**src/rtl/fetch_stage.sv**
```systemverilog
// fetch_stage: owns the fetch PC, samples I-cache words into a small FIFO for decode, handles redirects.
// Define FETCH_RVC_EN to enable 16-bit compressed instruction detection and 2-byte PC steps.
module fetch_stage #(
    parameter logic [63:0] RESET_VECTOR = 64'h0000_0000_8000_0000,
    parameter int          FIFO_DEPTH   = 2
) (
    input  logic        clk,
    input  logic        rst_n,
    output logic [63:0] pc,
    input  logic [31:0] ir,
    input  logic        stall_imem,
    input  logic        redirect,
    input  logic [63:0] redirect_pc,
    output logic        id_valid,
    input  logic        id_ready,
    output logic [31:0] id_ir,
    output logic [63:0] id_pc,
    output logic        id_rvc,
    output logic        fetch_busy
);
    localparam int PW = $clog2(FIFO_DEPTH);
    localparam logic [PW:0] FULL = FIFO_DEPTH[PW:0];

    typedef enum logic {RUN, REDIR} state_t;
    typedef struct packed {
        logic [63:0] pc;
        logic [31:0] ir;
        logic        rvc;
    } entry_t;

    state_t        state;
    entry_t        mem [FIFO_DEPTH];
    entry_t        head_e;
    logic [PW-1:0] head, tail;
    logic [PW:0]   count;
    logic [63:0]   rd_pc, tgt;
    logic [31:0]   ir_w;
    logic          rd_pend, pop, fetch, rvc;

`ifdef FETCH_RVC_EN
    assign rvc  = ir[1:0] != 2'b11;
    assign ir_w = rvc ? {16'b0, ir[15:0]} : ir;
    assign tgt  = redirect_pc & ~64'h1;
`else
    assign rvc  = 1'b0;
    assign ir_w = ir;
    assign tgt  = redirect_pc & ~64'h3;
`endif

    assign rd_pend    = state == REDIR;
    assign head_e     = mem[head];
    assign id_valid   = count != '0;
    assign id_ir      = head_e.ir;
    assign id_pc      = head_e.pc;
    assign id_rvc     = head_e.rvc;
    assign pop        = id_valid && id_ready;
    assign fetch      = !stall_imem && !rd_pend && (count != FULL || pop);
    assign fetch_busy = stall_imem || rd_pend;

    always_ff @(posedge clk) begin
        if (!rst_n) begin
            head  <= '0;
            tail  <= '0;
            count <= '0;
            for (int i = 0; i < FIFO_DEPTH; i++) mem[i] <= '0;
        end else if (redirect) begin
            head  <= '0;
            tail  <= '0;
            count <= '0;
        end else begin
            if (fetch) begin
                mem[tail] <= entry_t'{pc: pc, ir: ir_w, rvc: rvc};
                tail      <= tail + PW'(1);
            end
            if (pop) head <= head + PW'(1);
            count <= count + (PW+1)'(fetch) - (PW+1)'(pop);
        end
    end

    // A redirect during a stall is parked in rd_pc so the refill completes at the old pc.
    always_ff @(posedge clk) begin
        if (!rst_n) begin
            pc    <= RESET_VECTOR;
            rd_pc <= '0;
            state <= RUN;
        end else if (redirect) begin
            if (stall_imem) begin
                rd_pc <= tgt;
                state <= REDIR;
            end else begin
                pc    <= tgt;
                state <= RUN;
            end
        end else if (rd_pend && !stall_imem) begin
            pc    <= rd_pc;
            state <= RUN;
        end else if (fetch) begin
            pc <= pc + (rvc ? 64'd2 : 64'd4);
        end
    end
endmodule

```
**config.mk**
```make
export PLATFORM = sky130hd
export DESIGN_NAME = fetch_stage
export DESIGN_NICKNAME = d
export VERILOG_FILES = /design/src/rtl/fetch_stage.sv
export SDC_FILE = /design/constraint.sdc
export NUM_CORES = 1
export LEC_CHECK = 0
export CAP_MARGIN = 5
export CORE_MARGIN = 3
export CORE_UTILIZATION = 58
export DETAILED_ROUTE_END_ITERATION = 12
export GPL_TIMING_DRIVEN = 0
export PLACE_DENSITY = 0.86
export SYNTH_ARGS = -nofsm -noshare
export SYNTH_HDL_FRONTEND = slang
export SYNTH_SLANG_ARGS = --single-unit
```
**constraint.sdc**
```tcl
create_clock -name clk -period 16.2 [get_ports clk]
set_input_delay 2.43 -clock clk [delete_from_list [all_inputs] [get_ports clk]]
set_output_delay 2.43 -clock clk [all_outputs]
set_load 0.01 [all_outputs]
```
==> summary.md <==
| Metric | Value |
|---|---|
| CORE AREA | 26,400 um^2 |
| Fin crit period | 6.53 ns |
| Synth area leaders | edfxtp_1 (36%), dfxtp_1 (16%), and2_1 (7.4%) |
| Buffers added on ports | 255 |
| Outcome | complete, no violations |
| Final Slew Violations | 0 |
| Placement Setup Slack | 9.73 ns |
| Hold path start | rd_pc[14]$_SDFFE_PN0P_ |
| DR vias | 14,700 |
| Reg clk slew, reported paths | 0.06 ns |
| DP HPWL | 42.5 mm |
| GPL Wtd Cong | 1.01 |
| Fin worst setup slack | 9.67 ns |
| Num CTS Buffers | 35 |
| Worst-path fanout max | 6 |
| Fin crit share | 40.3% |
| Clk buf depth | 3 |
| Vias in the first global route | 14,200 |
| Critical path, cell by cell | clkdlybuf4s50_1 -> nor2_1 -> inv_1 -> clkdlybuf4s50_1 |
| Fin nets | 2,008 |
| Top FF cell, synth | edfxtp_1 |
| Pleak | 7.10 nW |
| Most common cell after layout, fill and taps aside | clkdlybuf4s50_1 |
| Worst-margin pin slew | 1.03 ns |
| Syn Inst Count | 1,605 |
| Die ar. | 29,400 um^2 |
| Min-Delay Path Class | reg2reg |
| Inserted Diodes | 0 |
| Max IR drop VDD | 0.0812 mV |
| Largest net degree at the start of global routing | 63 |
| Post-synth top area share | 35.6% |
| WL/cell | 26.1 um |
| Die Height | 171 um |
| Io pins | 264 |
| Final Routed Wirelength | 59.0 mm |
| Initial Utilization | 60.0% |
| Register bit count reported by yosys | 318 |
| Area leader, netlist | edfxtp_1 |
| Crit path launch type | input pin |
| Worst skew pair latency | 0.53 ns |
| Synth cell types | 73 |
| Kind of critical path | in2out |
| Commonest cells after routing, fill and taps aside | clkdlybuf4s50_1 (255), nand2_1 (202), and2_1 (188), edfxtp_1 (188), a21oi_1 (149) |
| Top delay family on crit path | buffers and inverters |
| Setup bufs post-CTS | 0 |
| Max cap viols | 0 |
| Clock Sinks | 318 |
| Final setup viols | 0 |
| DIE WIDTH | 171 um |
| Max_slew headroom | 31.1% |
| Vias per inst | 6.50 |
| Slowest cell on the critical path | clkdlybuf4s50_1 |
| Post-Syn Area | 15,900 um^2 |
| Post-synthesis sequential area ratio | 52.0% |
| Layout cell share with drive strength beyond 1 | 9.07% |
| CP Capture Type | output pin |
| # DRC | 0 |
| H-tree depth | 2 |
| Initial detailed-routing violation count | 1,985 |
| Resized cells post-CTS | 0 |
| CP most frequent cell | clkdlybuf4s50_1 |
| Max Freq | 0.153 GHz |
| First-pass GRT wire length | 86.1 mm |
| GRT Total Usage | 39.0% |
| Final hold violation count | 0 |
| Setup TNS | 0 ns |
| Hold Buf Count CTS | 0 |
| Buffers and inverters on the worst path | 3 |
| Asr flop ratio synth | 0% |
| Worst EP required | 13.77 ns |
| Worst r2r src | pc[2]$_SDFFE_PN0P_ |
| Ys Warns | 0 |
| Worst Setup SP | stall_imem |
| Post-synth EDFFs | 188 |
| CTS Root Cell | clkbuf_16 |
| Grt total ovfl | 0 |
| Avg Cell Area, Syn | 9.88 um^2 |
| CTS tree | done |
| Power per cell area | 97.6 nW/um^2 |
| Initial antenna violation count | 0 |
| CP Data Arrival Time | 4.10 ns |
| Rows | 59 |
| Final antenna-violating net count | 0 |
| Area Growth Syn to Fin | 26.1% |
| Crit path largest cell delay | 0.53 ns |
| RSZ-0062 raised after global routing | no |
| Worst Skew | 0.0281 ns |
| DRT Pass-1 Iters | 9 |
| Fillers | 1,786 |
## cell type report
| type | instances | area, um^2 | area share (%) |
|---|---|---|---|
| inverter | 22 | 82.6 | 0.413 |
| timing repair buffer | 259 | 2660 | 13.3 |
| clock inverter | 15 | 90.1 | 0.451 |
| tap | 335 | 419 | 2.10 |
| multi-input combinational | 1139 | 7040 | 35.2 |
| clock buffer | 46 | 937 | 4.69 |
| buffer | 130 | 519 | 2.60 |
| sequential | 318 | 8250 | 41.3 |
## kinds of logic after synthesis
group	count (synthesis)	share of synthesized area (%)
buf+inv	152	3.80
other cells	1	0.0236
flops	318	52.0
mux	103	7.26
simple gates	676	22.8
compound gates	344	13.5
fa+ha+maj	2	0.158
xor+xnor	9	0.497
## path summary, 6_finish.rpt
path	to	slack (ns)	depth (start not counted)
max	fetch_busy	9.67	4
min	rd_pc[14]$_SDFFE_PN0P_	0.45	2
max reg2reg	pc[54]$_SDFFE_PN0P_	12.56	6
min reg2reg	rd_pc[14]$_SDFFE_PN0P_	0.45	2
## routing by layer
| layer | global-route usage (%) | vias to the layer above | wire length [um] |
|---|---|---|---|
| li1 | - | 6437 | - |
| met1 | 52.3 | 6900 | 22000 |
| met2 | 59.9 | 1164 | 25800 |
| met3 | 11.3 | 208 | 8230 |
| met4 | 16.5 | 0 | 2960 |
| met5 | 0 | - | 0 |
## cells in the mapped netlist (13+ instances only)
library cell	n
edfxtp_1	188
o211ai_1	29
a21oi_1	149
o21ai_0	58
nand3_1	42
clkbuf_1	109
nor3_1	37
or3_1	16
a211oi_1	17
nand2_1	202
and3_1	17
or4_1	13
and2_1	188
nand4_1	35
inv_1	22
nor2_1	63
dfxtp_1	130
mux2_2	96
## sequential cells by signal, summed over array words and instances, names as in the netlist, named ones only
name	cells
rd_pend	1
rd_pc	62
mem	188
head	1
tail	1
count	2
pc	62
## worst register-to-register path: cells and delay by family, from the launching register on
family,cells,cell delay [ns]
AND/OR/NAND/NOR,4,2.13
flip-flops,1,0.61
AO/OA/AOI/OAI,1,0.41
adder cells (fa/ha/maj),1,0.34
## stage by stage
step                hold slack (ns)  util, %  std cells  total power [mW]  instance area [um^2]
finish                        0.454     75.7       2264              1.95                 20000
global route                  0.466     75.7       2264              2.00                 20000
CTS                           0.453     75.7       2264              1.94                 20000
detailed placement            0.445     71.8       2203              1.22                 19000
global placement              0.437     71.3       2199              1.22                 18800
floorplan                     0.432        -       1609              1.07                 15900
## report_power, final
group / internal [mW] / switching [mW] / leakage [nW]
sequential: 0.899 / 0.0432 / 3.02
combinational: 0.122 / 0.152 / 3.57
clock: 0.410 / 0.326 / 0.508
Note: power is estimated with default switching activity, not from simulation.
